## src/rtl/ps2_tx.sv

```systemverilog
`default_nettype none
// ============================================================================
// Module      : ps2_tx
// Description : PS/2 device-side transmitter with a 4-entry byte FIFO.
//               Emits 11-bit odd-parity frames on ps2_clk/ps2_data.
// Revision    : 1.0 - initial release
// ============================================================================
module ps2_tx #(
    parameter int HALF_PERIOD = 4,
    parameter int GAP_CYCLES  = 8
) (
    input  logic       clk,
    input  logic       rst,
    input  logic       tx_valid,
    input  logic [7:0] tx_data,
    output logic       tx_ready,
    input  logic       inhibit,
    output logic       ps2_clk,
    output logic       ps2_data,
    output logic       busy
);

    localparam logic [1:0] c_ST_IDLE = 2'd0;
    localparam logic [1:0] c_ST_HIGH = 2'd1;
    localparam logic [1:0] c_ST_LOW  = 2'd2;
    localparam logic [1:0] c_ST_GAP  = 2'd3;

    localparam logic [7:0] c_HALF_LAST = 8'(HALF_PERIOD - 1);
    localparam logic [7:0] c_GAP_LAST  = 8'(GAP_CYCLES - 1);
    localparam logic [3:0] c_LAST_BIT  = 4'd10;

    logic [1:0]  r_state;
    logic [3:0]  r_bit_idx;
    logic [7:0]  r_phase;
    logic [10:0] r_frame;
    logic        r_ps2_clk;
    logic        r_ps2_data;

    logic [7:0]  r_mem [4];
    logic [1:0]  r_wr_ptr;
    logic [1:0]  r_rd_ptr;
    logic [2:0]  r_count;

    logic        w_push;
    logic        w_pop;
    logic [7:0]  w_head;
    logic [10:0] w_frame;
    logic [3:0]  w_next_idx;

    assign tx_ready   = (r_count != 3'd4);
    assign busy       = (r_state != c_ST_IDLE) || (r_count != 3'd0);
    assign ps2_clk    = r_ps2_clk;
    assign ps2_data   = r_ps2_data;

    // Pop only from IDLE, so a freshly pushed byte waits at least one edge.
    assign w_push     = tx_valid && tx_ready;
    assign w_pop      = (r_state == c_ST_IDLE) && (r_count != 3'd0) && !inhibit;
    assign w_head     = r_mem[r_rd_ptr];
    assign w_frame    = {1'b1, ~^w_head, w_head, 1'b0};
    assign w_next_idx = r_bit_idx + 4'd1;

    always_ff @(posedge clk) begin
        if (w_push) begin
            r_mem[r_wr_ptr] <= tx_data;
        end
    end

    always_ff @(posedge clk or posedge rst) begin
        if (rst) begin
            r_wr_ptr <= 2'd0;
            r_rd_ptr <= 2'd0;
            r_count  <= 3'd0;
        end else begin
            if (w_push) begin
                r_wr_ptr <= r_wr_ptr + 2'd1;
            end
            if (w_pop) begin
                r_rd_ptr <= r_rd_ptr + 2'd1;
            end
            if (w_push && !w_pop) begin
                r_count <= r_count + 3'd1;
            end else if (w_pop && !w_push) begin
                r_count <= r_count - 3'd1;
            end
        end
    end

    always_ff @(posedge clk or posedge rst) begin
        if (rst) begin
            r_state    <= c_ST_IDLE;
            r_bit_idx  <= 4'd0;
            r_phase    <= 8'd0;
            r_frame    <= 11'h7FF;
            r_ps2_clk  <= 1'b1;
            r_ps2_data <= 1'b1;
        end else begin
            case (r_state)
                c_ST_IDLE: begin
                    if (w_pop) begin
                        r_frame    <= w_frame;
                        r_bit_idx  <= 4'd0;
                        r_phase    <= 8'd0;
                        r_ps2_clk  <= 1'b1;
                        r_ps2_data <= 1'b0;
                        r_state    <= c_ST_HIGH;
                    end
                end
                c_ST_HIGH: begin
                    if (r_phase == c_HALF_LAST) begin
                        r_phase   <= 8'd0;
                        r_ps2_clk <= 1'b0;
                        r_state   <= c_ST_LOW;
                    end else begin
                        r_phase <= r_phase + 8'd1;
                    end
                end
                c_ST_LOW: begin
                    if (r_phase == c_HALF_LAST) begin
                        r_phase   <= 8'd0;
                        r_ps2_clk <= 1'b1;
                        // Data only moves on the rising edge of ps2_clk.
                        if (r_bit_idx < c_LAST_BIT) begin
                            r_bit_idx  <= w_next_idx;
                            r_ps2_data <= r_frame[w_next_idx];
                            r_state    <= c_ST_HIGH;
                        end else begin
                            r_ps2_data <= 1'b1;
                            r_state    <= c_ST_GAP;
                        end
                    end else begin
                        r_phase <= r_phase + 8'd1;
                    end
                end
                c_ST_GAP: begin
                    if (r_phase == c_GAP_LAST) begin
                        r_phase <= 8'd0;
                        r_state <= c_ST_IDLE;
                    end else begin
                        r_phase <= r_phase + 8'd1;
                    end
                end
                default: begin
                    r_state <= c_ST_IDLE;
                end
            endcase
        end
    end

endmodule
`default_nettype wire

```

## config.mk

```make
export PLATFORM = sky130hd
export DESIGN_NAME = ps2_tx
export DESIGN_NICKNAME = d
export VERILOG_FILES = /design/src/rtl/ps2_tx.sv
export SDC_FILE = /design/constraint.sdc
export NUM_CORES = 1
export LEC_CHECK = 0
export CAP_MARGIN = 40
export CELL_PAD_IN_SITES_DETAIL_PLACEMENT = 0
export CELL_PAD_IN_SITES_GLOBAL_PLACEMENT = 1
export CORE_UTILIZATION = 50
export CTS_BUF_LIST = sky130_fd_sc_hd__clkbuf_8
export DETAILED_ROUTE_END_ITERATION = 8
export GPL_TIMING_DRIVEN = 0
export PLACE_DENSITY = 0.77
export SYNTH_ARGS = -nofsm -noshare
export SYNTH_HDL_FRONTEND = slang
export SYNTH_SLANG_ARGS = --single-unit
export TNS_END_PERCENT = 50
```

## constraint.sdc

```tcl
create_clock -name clk -period 3.05 [get_ports clk]
set_clock_uncertainty 0.15 [all_clocks]
set_input_delay 0.305 -clock clk [delete_from_list [all_inputs] [get_ports clk]]
set_output_delay 0.305 -clock clk [all_outputs]
set_load 0.05 [all_outputs]
```

==> results of run 1 <==
worst max-delay path by stage:
stage / cells past startpoint / slack [ps] / to
2_1_floorplan: 9 / 450 / r_count[1]$_DFFE_PP0P_
3_5_place_dp: 9 / -30 / r_count[1]$_DFFE_PP0P_
5_1_grt: 10 / 90 / r_count[2]$_DFFE_PP0P_
4_1_cts: 11 / 130 / r_count[2]$_DFFE_PP0P_
3_3_place_gp: 9 / -60 / r_count[1]$_DFFE_PP0P_
6_report: 8 / 330 / r_count[1]$_DFFE_PP0P_
worst max-delay path: stages (launching register included):
cell	delay, ps
dfrtp_1	430
inv_1	160
ha_1	290
nor3b_4	320
inv_1	250
ha_1	280
inv_1	70
fa_1	390
mux2_2	260
timing repair:
action | 4_1_cts | 5_1_grt
pin swaps | 0 | 0
resized for setup | 2 | 1
endpoints found under the setup margin | 2 | 2
sequential cells by signal (all words and copies together) (netlist names):
register	count
r_mem	32
r_wr_ptr	2
r_phase	8
r_frame	10
r_bit_idx	4
ps2_clk	1
r_count	3
r_state	2
ps2_data	1
r_rd_ptr	2
metal layers:
layer	vias to the layer above	global-route usage	share of wire
met5	-	0	0
met4	0	0.0429	0.0065
met3	4	0.0573	0.024
met2	25	0.298	0.48
met1	909	0.242	0.49
li1	933	-	-
synthesized netlist by cell type (all sizes together) (3+ instances only):
library cell,number,area (um^2)
a21oi,4,20.0
a22o,3,26.3
and2,3,18.8
and3,6,37.5
clkbuf,5,20.0
dfrtp,21,526
dfstp,12,315
edfxtp,32,961
ha,13,163
inv,8,30.0
mux4,10,244
nand2,42,158
nand3,6,30.0
nor2,8,30.0
nor2b,3,18.8
o21ai,16,80.1
xnor2,13,114
xor2,4,35.0
layout make-up:
cell class | instances | area (um^2)
Buffer | 5 | 27.5
Clock buffer | 9 | 124
Clock inverter | 7 | 77.6
Fill cell | 509 | 2370
Inverter | 8 | 30.0
Multi-Input combinational cell | 162 | 1260
Sequential cell | 65 | 1800
Tap cell | 75 | 93.8
Timing Repair Buffer | 16 | 165
through the flow:
stage / hold slack [ps] / cell area, um^2 / worst slack, ps
6_report: 270 / 3580 / 326
5_1_grt: 330 / 3580 / 94.3
4_1_cts: 296 / 3580 / 132
3_5_place_dp: 301 / 3370 / -30.8
3_3_place_gp: 297 / 3350 / -56.4
2_1_floorplan: 254 / 3110 / 450
kinds of logic after synthesis:
group           synth area share
compound gates            0.0833
xor+xnor                  0.0479
fa+ha+maj                 0.0588
buf+inv                   0.0197
flops                      0.580
mux                       0.0890
simple gates               0.122
power by group through the flow:
stage                     Clock [W]  Combinational (W)  Sequential [W]
after floorplan                   0           0.000255         0.00111
after global placement            0           0.000333         0.00112
after detailed placement          0           0.000346         0.00112
after CTS                  0.000752           0.000349         0.00111
after global routing       0.000795           0.000390         0.00112
final                      0.000738           0.000340         0.00110
==> summary.txt, run 1 <==
Outcome
  – Outcome: finished, final reports clean

Finish
  – Area grow syn2layout: 15.2%
  – Fraction of layout cells with a size suffix above 1: 0.162
  – Nets: between 200 and 300
  – Commonest non-fill, non-tap cell in the layout: nand2_1
  – Commonest non-fill, non-tap cells in the layout: 42 x nand2_1, 32 x edfxtp_1, 21 x dfrtp_1
  – Antenna Diode Count: 0
  – Finished Layout Cells: 347
  – Final core occ: 0.601

Timing
  – Post-route setup TNS: 0 ps
  – Fin crit share: 0.893
  – Worst-Margin Slew: about 800 ps
  – Final setup violation count: 0
  – Final Max Tran Viols: 0
  – RSZ-0062 raised after global routing: false
  – Crit path time final: 2720 ps
  – Worst rel slew slack: 0.467
  – Achievable Freq: 0.367 GHz
  – Final hold violation count: 0

Setup path
  – Start point of the critical path: r_state[1]$_DFFE_PP0P_
  – Startpoint Class: flip-flop
  – Reg2Reg Launch Point: r_state[1]$_DFFE_PP0P_
  – CP Max Fanout: 11
  – Worst Setup End Kind: flip-flop
  – CP Class: flip-flop to flip-flop
  – CP arrival: 2790 ps
  – R2R depth: 8
  – Worst reg-to-reg setup slack: 330 ps
  – RR Endpoint: r_count[1]$_DFFE_PP0P_
  – Req. time, crit path: 3120 ps

Synthesis
  – Synth warn: 0
  – Yosys cell types: 48
  – Leading register cell type out of synthesis: edfxtp_1
  – Register area share after synthesis: 0.580
  – Post-synth EDFFs: 32
  – Syn Inst Count: 241
  – Mapped cell area: 3110 um^2
  – #FFs+latches synth: 65
  – Synthesized net count: 267
  – Async S/R FF share, synth: 0.508
  – Synth Area per Inst: 12.9 um^2

Pwr
  – Sw Share: 0.275
  – Power Density: 609 nW/um^2
  – Int Pwr: approximately 0.0016 W
  – Lkg Pwr: roughly 1.4 nW
  – Worst IR Drop VDD: 0.613 mV
  – Sw Pwr: 0.000600 W
  – Total power: 0.00218 W
  – Seq pwr share: 0.506
  – Logic gate share of total power: 0.156
  – Clk network pwr share: 0.338

Global routing
  – Grt ovf: 0
  – First-pass GRT wire length: between 8 and 9 mm
  – GRT Overall Usage: 0.184
  – Largest net degree at the start of global routing: 20
  – Initial antenna violation count: 0
  – Vias in the first global route: 1,836

Die
  – Die height: between 80 and 90 um
  – Core footprint: 5960 um^2
  – Die width: slightly above 80 um
  – Ports: 16
  – Initial Utilization: 0.522
  – Placement row count: 28
  – Die area: between 6000 and 7000 um^2

Drt
  – Post-Route WL: 5.23 mm
  – Wire per inst: 15.1 um
  – Total number of vias: 1,871
  – DRC viols: 0
  – Routed Antenna Nets: 0
  – First-pass DRT Iterations: 4
  – Initial DRC Count: 79
  – DR vias/cell: 5.39

Placement
  – Port Buffers: 15
  – DP Wirelength: 3.73 mm
  – Routability cong.: roughly 0.80
  – Placed insts: 332

Clocking
  – Worst-Skew Late Latency: between 300 and 400 ps
  – CTS Root Buffer Type: clkbuf_8
  – Worst-case clock buffer depth: 2
  – Worst-path clk slew: 80 ps
  – H-tree levels: 3
  – TritonCTS Buffers: 9
  – Cts hold-fix bufs: 0
  – Postcts setup bufs: 0
  – CTS Sinks: 65
  – CTS tree: built

Hold path
  – Hold Crit Class: input pin to async pin

Job
  – Max_cap viols: 0
Note: power is estimated with default switching activity, not from simulation.
==> run 2: changes to the inputs <==
==> constraint.sdc (replaced) <==
create_clock -name clk -period 2.9 [get_ports clk]
set_clock_uncertainty 0.15 [all_clocks]
set_input_delay 0.725 -clock clk [delete_from_list [all_inputs] [get_ports clk]]
set_output_delay 0.725 -clock clk [all_outputs]
set_load 0.05 [all_outputs]
==> summary.txt, run 2 (same netlist as run 1, synthesis figures left out) <==
Timing
  – Achievable Freq: approximately 0.37 GHz
  – Crit path time final: 2710 ps
  – Worst-Margin Slew: 799 ps (-0.451 ps)
  – Fin crit share: 0.936
  – WHS: 307 ps (+37.1 ps)
  – Worst rel slew slack: 0.467 (about the same)
  – Final hold violation count: 0 (unchanged)
  – RSZ-0062 raised after global routing: false
  – Final Max Tran Viols: 0 (unchanged)
  – Final setup violation count: 0 (unchanged)

Placement
  – DP Wirelength: 3.73 mm (unchanged)
  – Port Buffers: 15 (unchanged)
  – Placed insts: 332 (unchanged)
  – Routability cong.: 0.798 (unchanged)

Die
  – Placement row count: 28 (unchanged)
  – Die width: 80.8 um (unchanged)
  – Ports: 16 (unchanged)
  – Core footprint: 5960 um^2 (unchanged)
  – Initial Utilization: 0.522 (unchanged)
  – Die height: 80.8 um (unchanged)
  – Die area: 6540 um^2 (unchanged)

Setup path
  – Req. time, crit path: 2030 ps (-1090 ps)
  – Worst path slowest cell: clkdlybuf4s50_1
  – Worst reg-to-reg setup slack: 250 ps (-80 ps)
  – R2R depth: 9 (+1)
  – Worst path cell trace: nor2_1 > nand2_1 > clkdlybuf4s50_1
  – Reg2Reg Launch Point: r_state[1]$_DFFE_PP0P_
  – CP Class: flip-flop to primary output
  – CP peak stage delay: 830 ps (+400 ps)
  – Startpoint Class: flip-flop
  – CP Max Fanout: 6 (-5)
  – CP arrival: 1840 ps (-950 ps)
  – Worst Setup End Kind: primary output
  – RR Endpoint: r_count[1]$_DFFE_PP0P_

Clocking
  – Worst-Skew Late Latency: 330 ps (about the same)
  – H-tree levels: 3 (unchanged)
  – CTS Root Buffer Type: clkbuf_8
  – CTS tree: built
  – TritonCTS Buffers: 9 (unchanged)
  – Worst-path clk slew: 80 ps (about the same)
  – Worst-case clock buffer depth: 2 (unchanged)
  – CTS Sinks: 65 (unchanged)

Finish
  – Final core occ: 0.603 (+0.00210)
  – Biggest register: r_mem
  – Finished Layout Cells: 349 (+0.58%)
  – Commonest non-fill, non-tap cell in the layout: nand2_1
  – Antenna Diode Count: 0 (unchanged)
  – Fraction of layout cells with a size suffix above 1: 0.172 (+0.00977)
  – Largest registers: r_mem x32, r_frame x10, r_phase x8
  – Commonest non-fill, non-tap cells in the layout: 42 x nand2_1, 32 x edfxtp_1, 20 x dfrtp_1
  – Area grow syn2layout: 15.6%
  – Max FFs per register: 32 (unchanged)
  – Nets: 295 (+0.68%)

Hold path
  – Hold Crit Class: flip-flop to flip-flop
  – Hold path cells: 2
  – HP Start: r_frame[3]$_DFFE_PP1P_
  – Hold path endpoint: r_frame[3]$_DFFE_PP1P_

Global routing
  – Vias in the first global route: 1,836 (unchanged)
  – GRT Overall Usage: 0.184 (+0.000244)
  – Grt ovf: 0 (unchanged)
  – First-pass GRT wire length: 8.80 mm (about the same)
  – Largest net degree at the start of global routing: 20 (unchanged)
  – Initial antenna violation count: 0 (unchanged)

Drt
  – First-pass DRT Iterations: 5 (+1)
  – DRC viols: 0 (unchanged)
  – Initial DRC Count: 71 (-10%)
  – Routed Antenna Nets: 0 (unchanged)
  – Post-Route WL: 5.24 mm (+0.11%)
  – DR vias/cell: 5.38 (-0.15%)
  – Wire per inst: 15.0 um (-0.46%)
  – Total number of vias: 1,879 (+0.43%)

Pwr
  – Worst IR Drop VDD: 0.646 mV (+5.3%)
  – Total power: 0.00230 W (+5.2%)
  – Lkg Pwr: 1.36 nW (+0.29%)
  – Power Density: 639 nW/um^2 (+4.9%)

Outcome
  – Outcome: finished, final reports clean

Job
  – Max_cap viols: 0 (unchanged)
## run 2: cell types whose count changed in the layout (fill, tap and decap cells not counted), sizes merged
cell           before  now
clkdlybuf4s50      15   14
dlygate4sd2         0    1
buf                 2    4
## run 2: worst max-delay path by stage
stage	slack, ps	cells after the start	to	startpoint
after global placement	-550	8	r_count[1]$_DFFE_PP0P_	inhibit
after detailed placement	-510	8	r_count[1]$_DFFE_PP0P_	inhibit
final	190	3	tx_ready	r_count[0]$_DFFE_PP0P_
after CTS	80	9	r_count[1]$_DFFE_PP0P_	r_state[1]$_DFFE_PP0P_
after floorplan	300	9	r_count[1]$_DFFE_PP0P_	r_state[1]$_DFFE_PP0P_
after global routing	50	9	r_count[1]$_DFFE_PP0P_	r_state[1]$_DFFE_PP0P_
## run 2: routing by layer
layer	part of all wire	vias to the layer above	global-route usage
met5	0	-	0
met4	0.0048	0	0.0429
met3	0.026	2	0.0573
met2	0.48	27	0.299
met1	0.49	912	0.242
li1	-	938	-
## run 2: cell type report
class	count	area, um^2
inverter	8	30.0
fill	509	2360
clock buffer	9	124
multi-input combinational	162	1260
sequential	65	1800
tap	75	93.8
clock inverter	7	77.6
timing repair buffer	17	171
buffer	6	32.5
## run 2: power breakdown
group	switching [W]	internal, W
sequential	0.0000559	0.00111
clock	0.000372	0.000404
combinational	0.000204	0.000155
## run 2: worst max-delay path: cells and delay by family, from the launching register on
kind | cells | cell delay (ps)
buffers and inverters | 1 | 830
flip-flops | 1 | 450
AND/OR/NAND/NOR | 2 | 220
## run 2: per-stage QoR
step	setup TNS, ps	instance area (um^2)	setup slack [ps]
4_1_cts	0	3580	79.1
2_1_floorplan	0	3110	300
3_5_place_dp	-899	3370	-507
3_3_place_gp	-1050	3350	-549
5_1_grt	0	3590	52.6
6_report	0	3590	187
## run 2: repair_timing
item | CTS | global route
endpoints found under the setup margin | 3 | 2
endpoints found under the hold margin | 0 | 0
resized for setup | 4 | 3
setup buffers | 0 | 1
hold buffers | 0 | 0
==> run 3: changes to the inputs <==
- CORE_UTILIZATION: 50 -> 49
- CTS_BUF_LIST: sky130_fd_sc_hd__clkbuf_8 -> default
- PLACE_DENSITY: 0.77 -> 0.76
==> summary.txt, run 3 (same netlist as run 1, synthesis figures left out) <==
Finish
  – Biggest register: r_mem
  – Max FFs per register: 32 (unchanged)
  – Largest registers: r_mem x32, r_frame x10, r_phase x8
  – Antenna Diode Count: 0 (unchanged)
  – Commonest non-fill, non-tap cell in the layout: nand2_1
  – Nets: 293 (-0.68%)
  – Final instance area: 3580 um^2 (-0.24%)
  – Fillcell total: 486 (-4.5%)
  – Commonest non-fill, non-tap cells in the layout: 42 x nand2_1, 32 x edfxtp_1, 21 x dfrtp_1
  – Fraction of layout cells with a size suffix above 1: 0.162 (-0.00977)
  – Finished Layout Cells: 347 (-0.57%)
  – Area grow syn2layout: 15.3%

Clocking
  – Worst-path clk slew: 70 ps (about the same)
  – CTS tree: built
  – Worst-case clock buffer depth: 2 (unchanged)
  – Worst-Skew Late Latency: 340 ps (about the same)
  – TritonCTS Buffers: 9 (unchanged)
  – H-tree levels: 3 (unchanged)
  – Cts hold-fix bufs: 0 (unchanged)
  – CTS Root Buffer Type: clkbuf_8
  – CTS Sinks: 65 (unchanged)

Drt
  – Top layer in use: met4
  – Post-Route WL: 5.34 mm (+2.1%)
  – First-pass DRT Iterations: 4 (-1)
  – DR vias/cell: 5.36 (-0.44%)
  – Total number of vias: 1,860 (-1.0%)
  – DRC viols: 0 (unchanged)
  – Met3 WL post-DR: 119 um (-13%)
  – Met2 Wirelength: 2.48 mm (-1.3%)
  – Met1 wire length: 2.64 mm (+3.1%)
  – Initial DRC Count: 72 (+1.4%)
  – Wire per inst: 15.4 um (+2.7%)
  – Routed Antenna Nets: 0 (unchanged)

Job
  – Max_cap viols: 0 (unchanged)

Timing
  – RSZ-0062 raised after global routing: false
  – Final setup violation count: 0 (unchanged)
  – Post-route setup TNS: 0 ps (unchanged)
  – Final Max Tran Viols: 0 (unchanged)
  – Final setup margin: 176 ps (-10.9 ps)
  – Worst-Margin Slew: 646 ps (-152 ps)
  – Crit path time final: 2720 ps (+10.9 ps)
  – Achievable Freq: 0.367 GHz (-0.40%)
  – Worst rel slew slack: 0.569 (+0.102)
  – Final hold violation count: 0 (unchanged)
  – Fin crit share: 0.939 (+0.00376)

Setup path
  – Worst path cell trace: nor2_1 > nand2_1 > clkdlybuf4s50_1
  – CP Max Fanout: 6 (unchanged)
  – CP arrival: 1850 ps (about the same)
  – CP peak stage delay: 830 ps (about the same)
  – Req. time, crit path: 2030 ps (about the same)
  – Worst path bufs/invs: 1 (unchanged)
  – CP Class: flip-flop to primary output
  – Worst Setup End Kind: primary output
  – R2R depth: 8 (-1)
  – Startpoint Class: flip-flop
  – Crit path max-delay family: buffers and inverters
  – Worst path slowest cell: clkdlybuf4s50_1
  – Critical Path Stages: 3 (unchanged)

Pwr
  – Worst IR Drop VDD: 0.474 mV (-27%)
  – Lkg Pwr: 1.36 nW (-0.19%)
  – Total power: 0.00230 W (about the same)
  – Power Density: 641 nW/um^2 (+0.25%)

Placement
  – Placed insts: 332 (unchanged)
  – Placement Cell Area: 3380 um^2 (+0.37%)
  – Dpl ws: -618 ps (-111 ps)
  – DP Wirelength: 3.86 mm (+3.6%)
  – Routability cong.: 0.792 (-0.75%)
  – Port Buffers: 15 (unchanged)

Die
  – Die area: 6670 um^2 (+2.0%)
  – Ports: 16 (unchanged)
  – Initial Utilization: 0.516 (-0.00607)
  – Die height: 81.6 um (+0.99%)
  – Placement row count: 28 (unchanged)
  – Die width: 81.6 um (+0.99%)
  – Core footprint: 6030 um^2 (+1.2%)

Global routing
  – GRT Overall Usage: 0.185 (+0.000742)
  – First-pass GRT wire length: 8.72 mm (-0.86%)
  – Vias in the first global route: 1,795 (-2.2%)
  – Grt ovf: 0 (unchanged)
  – Initial antenna violation count: 0 (unchanged)
  – Largest net degree at the start of global routing: 21 (+5.0%)

Hold path
  – Hold path cells: 2 (unchanged)
  – Hold Crit Class: flip-flop to flip-flop

Outcome
  – Outcome: finished, final reports clean
[run 3: changes by cell type in the layout (fill, tap and decap cells not counted), sizes merged]
cell,before,now
buf,4,2
clkinv,3,2
inv,10,11
[run 3: report_power, final]
| group | internal (W) | total (W) | leakage (nW) | switching [W] |
|---|---|---|---|---|
| Sequential | 0.00111 | 0.00117 | 0.669 | 0.0000597 |
| Combinational | 0.000156 | 0.000359 | 0.590 | 0.000204 |
| Clock | 0.000404 | 0.000772 | 0.0983 | 0.000368 |
[run 3: routing by layer]
layer | track usage | vias to the layer above
li1 | - | 931
met1 | 0.247 | 896
met2 | 0.285 | 24
met3 | 0.0433 | 9
met4 | 0.0895 | 0
met5 | 0 | -
[run 3: cell type report]
cell class	count	area [um^2]	share of cell area
sequential	65	1800	0.503
multi-input combinational	162	1250	0.350
clock buffer	9	124	0.0346
inverter	8	30.0	0.00838
tap	75	93.8	0.0262
buffer	5	27.5	0.00768
timing repair buffer	16	176	0.0492
clock inverter	7	76.3	0.0213
[run 3: final timing paths]
path / startpoint / end / slack, ps
min: r_frame[3]$_DFFE_PP1P_ / r_frame[3]$_DFFE_PP1P_ / 310
min in group asynchronous: rst / r_count[0]$_DFFE_PP0P_ / 620
max reg2reg: r_state[1]$_DFFE_PP0P_ / r_count[1]$_DFFE_PP0P_ / 180
max in group asynchronous: rst / r_frame[7]$_DFFE_PP1P_ / 1370
max: r_count[0]$_DFFE_PP0P_ / tx_ready / 180
min reg2reg: r_frame[3]$_DFFE_PP1P_ / r_frame[3]$_DFFE_PP1P_ / 310
[run 3: worst register-to-register path, cell delays in order, from the launching register on]
cell and delay (ps):
dfrtp_1 420, inv_1 160, ha_1 270, nor3b_2 420
inv_2 210, ha_1 260, inv_1 70, fa_1 390
mux2_2 260
[run 3: what timing repair did]
action                     4_1_cts  5_1_grt
buffers inserted                 0        0
setup endpoints to repair        3        2
resized for setup                3        1
[run 3: per-stage QoR]
step | utilization | hold slack (ps)
3_5_place_dp | 0.561 | 299
6_report | 0.595 | 310
2_1_floorplan | - | 287
5_1_grt | 0.595 | 321
3_3_place_gp | 0.556 | 294
4_1_cts | 0.595 | 311
